### src/rtl/sobel_frame_ctrl.sv
// Frame sequencer for the 3x3 Sobel datapath: accepts raster pixels, tracks window position,
// and re-attaches delayed validity/position to the edge detector output stream.
module sobel_frame_ctrl #(
  parameter int IMG_WIDTH   = 640,
  parameter int IMG_HEIGHT  = 480,
  parameter int LB_LATENCY  = 1,
  parameter int DET_LATENCY = 2,
  localparam int XW = $clog2(IMG_WIDTH),
  localparam int YW = $clog2(IMG_HEIGHT)
) (
  input  logic          clk,
  input  logic          rst,
  input  logic          start,
  input  logic          abort,
  input  logic          in_valid,
  output logic          in_ready,
  output logic          lb_wr_en,
  output logic          lb_clr,
  input  logic          edge_in,
  output logic          out_valid,
  output logic          out_edge,
  output logic [XW-1:0] out_x,
  output logic [YW-1:0] out_y,
  output logic          out_last,
  output logic          busy,
  output logic          frame_done
);

  localparam int PIPE = LB_LATENCY + DET_LATENCY;
  localparam int CW   = $clog2(PIPE + 1);

  typedef enum logic [1:0] {IDLE, RUN, DRAIN} state_t;

  state_t        state_reg, state_next;
  logic [XW-1:0] x_reg, x_next;
  logic [YW-1:0] y_reg, y_next;
  logic [CW-1:0] cnt_reg, cnt_next;

  logic          pv_reg [PIPE];
  logic [XW-1:0] px_reg [PIPE];
  logic [YW-1:0] py_reg [PIPE];
  logic          pl_reg [PIPE];

  logic accept, win_valid, last_pix, flush;

  assign in_ready  = (state_reg == RUN);
  assign accept    = in_valid & in_ready;
  assign lb_wr_en  = accept;
  assign busy      = (state_reg != IDLE);
  assign last_pix  = (x_reg == XW'(IMG_WIDTH - 1)) && (y_reg == YW'(IMG_HEIGHT - 1));
  assign win_valid = accept && (x_reg >= XW'(2)) && (y_reg >= YW'(2));
  assign flush     = abort && (state_reg != IDLE);

  always_ff @(posedge clk) begin
    if (rst) begin
      state_reg <= IDLE;
      x_reg     <= '0;
      y_reg     <= '0;
      cnt_reg   <= '0;
    end else begin
      state_reg <= state_next;
      x_reg     <= x_next;
      y_reg     <= y_next;
      cnt_reg   <= cnt_next;
    end
  end

  always_comb begin
    state_next = state_reg;
    x_next     = x_reg;
    y_next     = y_reg;
    cnt_next   = cnt_reg;
    lb_clr     = 1'b0;
    frame_done = 1'b0;
    case (state_reg)
      IDLE: begin
        if (start && !abort) begin
          lb_clr     = 1'b1;
          x_next     = '0;
          y_next     = '0;
          state_next = RUN;
        end
      end
      RUN: begin
        if (abort) begin
          x_next     = '0;
          y_next     = '0;
          state_next = IDLE;
        end else if (accept) begin
          if (x_reg == XW'(IMG_WIDTH - 1)) begin
            x_next = '0;
            if (last_pix) begin
              y_next     = '0;
              cnt_next   = CW'(1);
              state_next = DRAIN;
            end else begin
              y_next = y_reg + YW'(1);
            end
          end else begin
            x_next = x_reg + XW'(1);
          end
        end
      end
      DRAIN: begin
        if (abort) begin
          cnt_next   = '0;
          state_next = IDLE;
        end else if (cnt_reg == CW'(PIPE)) begin
          // Last drain cycle coincides with out_last at the pipe tail.
          frame_done = 1'b1;
          cnt_next   = '0;
          state_next = IDLE;
        end else begin
          cnt_next = cnt_reg + CW'(1);
        end
      end
      default: state_next = IDLE;
    endcase
  end

  always_ff @(posedge clk) begin
    if (rst) begin
      pv_reg[0] <= 1'b0;
      px_reg[0] <= '0;
      py_reg[0] <= '0;
      pl_reg[0] <= 1'b0;
    end else begin
      pv_reg[0] <= win_valid && !flush;
      px_reg[0] <= x_reg - XW'(1);
      py_reg[0] <= y_reg - YW'(1);
      pl_reg[0] <= win_valid && last_pix && !flush;
    end
  end

  // Remaining stages track the line-buffer plus detector latency.
  generate
    for (genvar gi = 1; gi < PIPE; gi++) begin : g_pipe
      always_ff @(posedge clk) begin
        if (rst) begin
          pv_reg[gi] <= 1'b0;
          px_reg[gi] <= '0;
          py_reg[gi] <= '0;
          pl_reg[gi] <= 1'b0;
        end else begin
          pv_reg[gi] <= pv_reg[gi-1] && !flush;
          px_reg[gi] <= px_reg[gi-1];
          py_reg[gi] <= py_reg[gi-1];
          pl_reg[gi] <= pl_reg[gi-1] && !flush;
        end
      end
    end
  endgenerate

  assign out_valid = pv_reg[PIPE-1];
  assign out_x     = px_reg[PIPE-1];
  assign out_y     = py_reg[PIPE-1];
  assign out_last  = pl_reg[PIPE-1];
  assign out_edge  = out_valid & edge_in;

endmodule
### config.mk
export PLATFORM = sky130hd
export DESIGN_NAME = sobel_frame_ctrl
export DESIGN_NICKNAME = d
export VERILOG_FILES = /design/src/rtl/sobel_frame_ctrl.sv
export SDC_FILE = /design/constraint.sdc
export NUM_CORES = 1
export LEC_CHECK = 0
export CORE_MARGIN = 1
export CORE_UTILIZATION = 50
export CTS_CLUSTER_SIZE = 12
export DETAILED_ROUTE_END_ITERATION = 16
export PLACE_DENSITY = 0.76
export SLEW_MARGIN = 10
export SYNTH_ARGS = -nofsm -noshare
export SYNTH_HDL_FRONTEND = slang
export SYNTH_SLANG_ARGS = --single-unit
### constraint.sdc
create_clock -name clk -period 5.8 [get_ports clk]
set_clock_uncertainty 0.1 [all_clocks]
set_input_delay 0.58 -clock clk [delete_from_list [all_inputs] [get_ports clk]]
set_output_delay 0.58 -clock clk [all_outputs]
set_load 0.03 [all_outputs]
# After elaboration in Yosys (flattened, before gate mapping)
# Memory sizes are Yosys's and may differ from the RTL's.
# Index checks and enable logic that the tools add are counted.
dict set report op_classes {
  n_addsub 5
  n_mul 0
  n_div 0
  magnitude_cmp 2
  n_eq_ne 14
  shifts 0
  muxes 46
  bitwise_logic 14
  n_reduce_logical 22
}
# operator n
set op_table {}
lappend op_table {{two-way mux 9 bit} 8}
lappend op_table {{two-way mux 10 bit} 7}
lappend op_table {{two-way mux 2 bit} 13}
lappend op_table {{case mux 10 bit (2 select lines)} 1}
lappend op_table {{case mux 9 bit (2 select lines)} 1}
lappend op_table {{two-way mux 1 bit} 14}
lappend op_table {{logical AND 1 bit} 12}
lappend op_table {{bitwise OR 1 bit} 12}
lappend op_table {{adder 10 x 1 -> 10 bit (second input constant)} 1}
lappend op_table {{equality test 10 bit (second input constant)} 1}
lappend op_table {{greater-or-equal comparator 10 x 2 -> 1 bit (second input constant)} 1}
lappend op_table {{AND reduction 5 bit} 2}
lappend op_table {{subtractor 10 x 1 -> 10 bit (second input constant)} 1}
lappend op_table {{adder 9 x 1 -> 9 bit (second input constant)} 1}
lappend op_table {{equality test 9 bit (second input constant)} 1}
lappend op_table {{greater-or-equal comparator 9 x 2 -> 1 bit (second input constant)} 1}
lappend op_table {{inequality test 3 x 2 -> 1 bit (second input constant)} 3}
lappend op_table {{subtractor 9 x 1 -> 9 bit (second input constant)} 1}
lappend op_table {{inequality test 2 x 1 -> 1 bit (second input constant)} 3}
lappend op_table {{case mux 2 bit (3 select lines)} 1}
lappend op_table {{nonzero test 2 bit} 3}
lappend op_table {{equality test 2 bit (second input constant)} 2}
lappend op_table {{inequality test 2 bit (second input constant)} 2}
lappend op_table {{case mux 2 bit (2 select lines)} 1}
lappend op_table {{other kinds (8)} 10}
dict set report totals {
  regBits 23
  latchBits 0
  ramBits 63
  mem_bits_ro 0
  inputBits 6
  out_inout_bits 27
  elab_cells 111
  memories 4
}
# memory depth width read_ports rd_clocked_by_memory_dff wr line_no
set memory_table {}
lappend memory_table {px_reg 3 10 3 0 3 40} ;# logic [XW-1:0] px_reg [PIPE];
lappend memory_table {py_reg 3 9 3 0 3 41} ;# logic [YW-1:0] py_reg [PIPE];
lappend memory_table {pl_reg 3 1 3 0 3 42} ;# logic pl_reg [PIPE];
lappend memory_table {pv_reg 3 1 3 0 3 39} ;# logic pv_reg [PIPE];

# Longest topological paths before layout
# Gate-level depths: netlist (run 1).
dict set report depth {
  depth_word 7
  mapped_depth 7
  depth_no_buf 6
}

# Worst setup path before layout (run 1)
# No wires, ideal clock.
dict set report synth_timing {
  path_kind {input-to-reg}
  startpoint {input port abort}
  endpoint {register x_reg[9]}
  setup_time_ns 0.127
  t_arrival_ns 2.621
  required_ns 5.573
  path_slack_ns 2.952
  stages 7
  n_path_buf 2
  cell_sequence {buf_2 -> nor4b_1 -> o21bai_1 -> buf_4 -> nand4_1 -> xor2_1 -> nor2_1}
}
dict set report synth_via {
  elab_chain_len 4
}
# element line_no
set synth_lines {}
lappend synth_lines {{from (decl)} 14} ;# input logic abort,
lappend synth_lines {{logical NOT 1 bit} 77} ;# if (start && !abort) begin
lappend synth_lines {{logical AND 1 bit} 77}
lappend synth_lines {{inequality test 2 bit (no line)} --}
lappend synth_lines {{AND reduction 3 bit (no line)} --}
lappend synth_lines {{to (signal assigned)} 62} ;# x_reg <= x_next;
lappend synth_lines {{to (decl)} 35} ;# logic [XW-1:0] x_reg, x_next;
# Parallel ways exist; a longest one is shown, timed or not.
# A chain may end at the register's enable or synchronous reset.

# Worst setup path in the final report (run 1)
dict set report layout_timing {
  startpoint {input port abort}
  endpoint {output port lb_clr}
}
dict set report layout_via {
  elab_chain_len 4
}
# element line_no
set layout_lines {}
lappend layout_lines {{logical NOT 1 bit} 77}
lappend layout_lines {{logical AND 1 bit} 77}
lappend layout_lines {{two-way mux 1 bit} 77}
lappend layout_lines {{two-way mux 1 bit} 75} ;# case (state_reg)
lappend layout_lines {{to (decl)} 18} ;# output logic lb_clr,
# No other way between the ends.

==> impl_metrics.py, run 1 <==
metrics = {
    "outcome": {
        "status": "complete, no violations",
    },
    "drt": {
        "wl_per_cell_um": 11.2,
        "vias": 2201,
        "wl_um": 4930,
        "drt_iter0_drc": 71,
        "postRouteAntennaNets": 0,
        "drc": 0,
        "firstDrtPassIters": 4,
        "vias_per_cell": 5.00,
    },
    "synth": {
        "synth_top_family_by_area": "simple AND/OR/NAND/NOR gates",
        "yosys.area_share.simple": 0.269,
        "synth_nets": 346,
        "synthDistinctLibCells": 43,
        "yosysWarnings": 0,
        "synth_cells": 333,
        "synth-compound-area-share": 0.0662,
        "ys_seq_elements": 86,
        "synth-xor-area-share": 0.0604,
        "ys_top_cells_by_area": "dfxtp_1, nor2b_1, nor2_1, xnor2_1, xor2_1",
        "yosys.area.top_type": "dfxtp_1",
        "yosysSeqAreaShare": 0.539,
        "netlist_area_um2": 3190,
        "avgSynthCellArea_um2": 9.59,
        "yosys.area_share.adder": 0.0274,
        "yosysTopAreaCellShare": 0.539,
        "synthMuxAreaShare": 0.00314,
    },
    "sta": {
        "max_clock_freq_ghz": 0.329,
        "holdWs_ps": 335,
        "period_needed_ps": 3040,
        "setup_tns_ps": 0,
        "slew_violations": 0,
        "worst_pin_slew_ps": 1110,
        "rsz0062_at_grt": "false",
        "setup_viol": 0,
        "hold_violations": 0,
        "max-slew-margin-rel": 0.263,
        "finalCritPeriodShare": 0.524,
        "setup_ws_ps": 2760,
    },
    "final_layout": {
        "layout_commonest_cell": "dfxtp_1",
        "largest_reg_flops": 30,
        "nets": 373,
        "register_area_um2": 1720,
        "antenna_cells": 0,
        "n_fill_cell": 527,
        "final_cell_mix": "dfxtp_1, nor2_1, nor2b_1",
        "instances_no_fill": 440,
        "area_growth_pct": 17.8,
        "final_core_util": 0.624,
        "multi_input_area_um2": 1360,
        "stdcell_area_um2": 3760,
        "drive_above_1_share": 0.0630,
    },
    "critical_path": {
        "rr_endpoint": "y_reg[3]$_SDFFE_PP0P_",
        "cp.arrival_ps": 2360,
        "required_ps": 5120,
        "crit_type": "primary input to output port",
        "crit_top_cell": "clkdlybuf4s50_1",
        "critPathMaxFanout": 11,
        "reg2reg_depth": 7,
        "critPathLaunchType": "primary input",
        "crit_path_top_delay_cell": "clkdlybuf4s50_1",
        "endpoint_kind": "output port",
        "r2r_start": "x_reg[1]$_SDFFE_PP0P_",
        "crit_path_cell_trace": "clkdlybuf4s50_1 -> nor4b_1 -> clkdlybuf4s50_1",
        "reg2reg_slack_ps": 3370,
        "worst_path_largest_cell_delay_ps": 750,
    },
    "clock_network": {
        "clock-sinks": 86,
        "cts_buffers": 9,
        "cts_hold_repair.buffers": 0,
        "clk_pin_slew_worst_paths_ps": 90,
        "htreeDepth": 3,
        "cts_tree": "done",
        "clock_latency_ps": 350,
        "clk_path_buf_depth": 2,
        "post_cts_resize_count": 0,
        "post-cts-setup-buffer-count": 0,
        "cts_root_buffer": "clkbuf_8",
    },
    "die": {
        "core_region_area_um2": 6030,
        "rows": 28,
        "die_area_um2": 6710,
        "dieHeight_um": 81.9,
        "start_util": 0.530,
        "ios": 33,
        "fp.dieW_um": 81.9,
    },
    "placement": {
        "io_buffers": 32,
        "placed_cells": 424,
        "hpwl_um": 3170,
        "place_ws_ps": 2790,
        "gp_congestion": 0.839,
        "postPlaceCellArea_um2": 3530,
    },
    "global_routing": {
        "grt_use_total": 0.163,
        "grt_overflow": 0,
        "grt_max_degree": 68,
        "grt_pass1_vias": 1768,
        "antenna_found_initial": 0,
        "grt_first_pass_wirelength_um": 8100,
    },
    "min_path": {
        "min_to": "pv_reg[1]$_SDFF_PP0_",
        "min_path_type": "register to register",
        "hp-start": "pv_reg[0]$_SDFF_PP0_",
        "min_path_cells": 1,
    },
    "power": {
        "ir_drop_mv": 0.250,
        "finalPower_mw": 1.19,
        "power_leakage_nw": 1.49,
        "powerDensity_nw_per_um2": 316,
    },
    "flow_run": {
        "max_cap_viol_count": 0,
    },
}
-- cells in the mapped netlist --
master and number:
nor3_1 9, o22ai_1 1, or4_1 1, nor4_1 3, and2_1 10, nand2_1 14, nor2_1 40, nand2b_1 3
a41oi_1 1, nand4_1 6, buf_4 1, inv_1 9, a2111oi_0 1, o31ai_1 4, buf_2 8, nor4b_2 1
or3_1 4, a21oi_1 8, o22a_1 1, nor2b_1 38, nor2_2 1, or3b_1 1, and2b_1 1, and4b_1 1
ha_1 7, o21a_1 1, nor4b_1 2, a22oi_1 1, dfxtp_1 86, clkbuf_1 8, mux2i_1 1, nand3_1 11
o21bai_1 1, xor2_1 11, or2_2 2, a31o_2 1, xnor2_1 11, a211oi_1 2, nor3b_1 3, and3_1 5
a311oi_1 2, nand3b_1 2, o21ai_0 9
-- cells by family (layout without fill, tap and decap cells) --
| group | Yosys count | after routing |
|---|---|---|
| muxes | 1 | 1 |
| buffers and inverters | 26 | 58 |
| AOI/OAI and AO/OA | 33 | 33 |
| and+or+nand+nor | 158 | 158 |
| xor gates and xnor gates | 22 | 22 |
| DFF | 86 | 86 |
| adders and majority gates | 7 | 7 |
-- worst max-delay path by stage --
stage | from | to | slack, ps | depth (start not counted)
floorplan | abort | x_reg[9]$_SDFFE_PP0P_ | 2950 | 7
global placement | abort | lb_clr | 2830 | 3
detailed placement | abort | y_reg[6]$_SDFFE_PP0P_ | 2790 | 6
CTS | abort | lb_clr | 2770 | 3
global route | abort | lb_clr | 2670 | 3
finish | abort | lb_clr | 2760 | 3
-- report_power, final --
group / switching [mW] / leakage, nW / internal [mW]
Sequential: 0.00897 / 0.708 / 0.620
Clock: 0.218 / 0.108 / 0.248
Combinational: 0.0514 / 0.675 / 0.0411
Total: 0.278 / 1.49 / 0.909
-- layout make-up --
cell class | count | share of cell area
clock buffers | 9 | 0.0330
clock inverters | 7 | 0.0276
inverters | 9 | 0.00899
multi-input cells | 221 | 0.362
flip-flops and latches | 86 | 0.458
well taps | 75 | 0.0250
repair buffers | 33 | 0.0859
-- worst max-delay path: cells and delay by family --
kind / cells / cell delay (ps)
buf+inv: 2 / 1350
simple gates: 1 / 430
-- layer usage --
metal / part of all wire / up-vias / global-route usage / routed length, um
met5: 0 / - / 0 / 0
met4: 0.018 / 0 / 0.100 / 89
met3: 0.032 / 8 / 0.0400 / 160
met2: 0.44 / 37 / 0.235 / 2180
met1: 0.51 / 998 / 0.218 / 2500
li1: - / 1158 / - / -
No activity file was read; power rests on OpenSTA's default activity.
==> run 2, diff against run 1 <==
==> constraint.sdc (replaced) <==
create_clock -name clk -period 2.95 [get_ports clk]
set_clock_uncertainty 0.1 [all_clocks]
set_input_delay 0.295 -clock clk [delete_from_list [all_inputs] [get_ports clk]]
set_output_delay 0.295 -clock clk [all_outputs]
set_load 0.03 [all_outputs]
==> run 2 against run 1 <==
Sequential share of layout area down 0.20 points. Design area is 0.43% higher. Worst setup slack worse by 2200 ps. Wire length rose by 6.7%. Critical path depth grew 3. Global-route usage increased by 1.0 points. Final cell count grew 0.45%. Die area is the same. First-iteration DRC count grew 48%. Via count is 3.0% higher. Clock power grew 98%. Sequential power up 97%. Critical endpoint is now y_reg[3]$_SDFFE_PP0P_.
==> impl_metrics.py, run 2 (synthesized netlist as in run 1, its figures left out) <==
metrics = {
    "placement": {
        "placed_cells": 426,
        "io_buffers": 32,
        "hpwl_um": 3450,
        "postPlaceCellArea_um2": 3550,
        "gp_congestion": 0.826,
    },
    "critical_path": {
        "critPathMaxFanout": 8,
        "required_ps": 3150,
        "critPathLaunchType": "register",
        "rr_endpoint": "y_reg[3]$_SDFFE_PP0P_",
        "crit_path_cell_trace": "ha_1 -> nand4_1 -> nor4b_2 -> or3b_1 -> or3_1 -> nand3_1",
        "reg2reg_depth": 6,
        "crit_path_top_delay_cell": "nor4b_2",
        "endpoint": "y_reg[3]$_SDFFE_PP0P_",
        "startpoint": "x_reg[1]$_SDFFE_PP0P_",
        "crit_type": "register to register",
        "endpoint_kind": "register",
        "cp.arrival_ps": 2630,
        "worst_path_largest_cell_delay_ps": 530,
        "r2r_start": "x_reg[1]$_SDFFE_PP0P_",
        "reg2reg_slack_ps": 520,
    },
    "drt": {
        "firstDrtPassIters": 4,
        "vias_per_cell": 5.13,
        "drt_iter0_drc": 105,
        "wl_per_cell_um": 11.9,
        "postRouteAntennaNets": 0,
        "wl_um": 5260,
        "drc": 0,
        "vias": 2267,
    },
    "sta": {
        "finalCritPeriodShare": 0.823,
        "slew_violations": 0,
        "hold_violations": 0,
        "period_needed_ps": 2430,
        "max-slew-margin-rel": 0.611,
        "setup_viol": 0,
        "holdWs_ps": 98.7,
        "rsz0062_at_grt": "false",
        "max_clock_freq_ghz": 0.412,
        "worst_pin_slew_ps": 584,
        "setup_tns_ps": 0,
    },
    "min_path": {
        "min_path_type": "primary input to register",
    },
    "clock_network": {
        "post_cts_resize_count": 0,
        "cts_tree": "done",
        "clock_latency_ps": 350,
        "clock-sinks": 86,
        "clk_pin_slew_worst_paths_ps": 90,
        "cts_buffers": 9,
        "post-cts-setup-buffer-count": 0,
        "cts_root_buffer": "clkbuf_8",
        "htreeDepth": 3,
        "clk_path_buf_depth": 2,
        "cts_hold_repair.buffers": 0,
    },
    "die": {
        "rows": 28,
        "ios": 33,
        "fp.dieW_um": 81.9,
        "dieHeight_um": 81.9,
        "die_area_um2": 6710,
        "start_util": 0.530,
        "core_region_area_um2": 6030,
    },
    "final_layout": {
        "layout_commonest_cell": "dfxtp_1",
        "final_cell_mix": "dfxtp_1, nor2_1, nor2b_1",
        "instances_no_fill": 442,
        "n_fill_cell": 486,
        "antenna_cells": 0,
        "area_growth_pct": 18.3,
        "largest_reg_flops": 30,
        "nets": 375,
        "stdcell_area_um2": 3770,
        "drive_above_1_share": 0.0681,
    },
    "global_routing": {
        "grt_pass1_vias": 1940,
        "grt_overflow": 0,
        "grt_use_total": 0.173,
        "antenna_found_initial": 0,
        "grt_first_pass_wirelength_um": 8780,
        "grt_max_degree": 62,
    },
    "outcome": {
        "status": "complete, no violations",
    },
    "flow_run": {
        "max_cap_viol_count": 0,
    },
    "power": {
        "powerDensity_nw_per_um2": 621,
        "power_leakage_nw": 1.51,
        "ir_drop_mv": 0.323,
    },
}
==> run 2: cell count changes in the layout (fill, tap and decap cells not counted), sizes merged <==
cell / before / now
buf: 2 / 4
clkbuf: 9 / 10
clkinv: 0 / 2
clkinvlp: 2 / 0
inv: 12 / 11
==> run 2: layout make-up <==
class	count	area, um2	area share
tap	75	93.8	0.0249
sequential	86	1720	0.456
timing repair buffer	35	338	0.0895
clock inverter	6	91.3	0.0242
inverter	9	33.8	0.00895
clock buffer	10	138	0.0365
multi-input combinational	221	1360	0.360
==> run 2: how the worst min path moves through the flow <==
| stage | start | end | slack (ps) | cells past startpoint |
|---|---|---|---|---|
| floorplan | in_valid | cnt_reg[1]$_SDFFE_PP0P_ | 300 | 1 |
| global placement | pl_reg[1]$_SDFF_PP0_ | pl_reg[2]$_SDFF_PP0_ | 310 | 1 |
| global route | rst | state_reg[1]$_SDFFE_PP0P_ | 110 | 2 |
| detailed placement | pl_reg[0]$_SDFF_PP0_ | pl_reg[1]$_SDFF_PP0_ | 310 | 1 |
| finish | rst | state_reg[1]$_SDFFE_PP0P_ | 100 | 2 |
| CTS | rst | state_reg[1]$_SDFFE_PP0P_ | 90 | 2 |
==> run 2: per-layer routing <==
metal / vias to the layer above / track usage / share of wire
met4: 0 / 0.0982 / 0.022
met3: 14 / 0.0356 / 0.060
met1: 1002 / 0.235 / 0.46
met2: 78 / 0.255 / 0.46
met5: - / 0 / 0
li1: 1173 / - / -
==> run 2: worst max-delay path, delay by kind of cell (launching register included) <==
family        cells  cell delay, ps
simple gates      5            1560
fa+ha+maj         1             270
flops             1             460
==> run 2: where the power goes <==
part           internal (mW)  total, mW  switching, mW
registers               1.22       1.24         0.0171
clock network          0.506      0.925          0.418
logic                 0.0824      0.185          0.103
total                   1.81       2.35          0.539
==> run 2: per-stage QoR <==
stage	power (mW)	utilization	setup slack, ps
2_1_floorplan	1.39	-	387
3_3_place_gp	1.44	0.588	574
3_5_place_dp	1.45	0.588	558
4_1_cts	2.36	0.626	544
5_1_grt	2.44	0.626	323
6_report	2.35	0.626	522
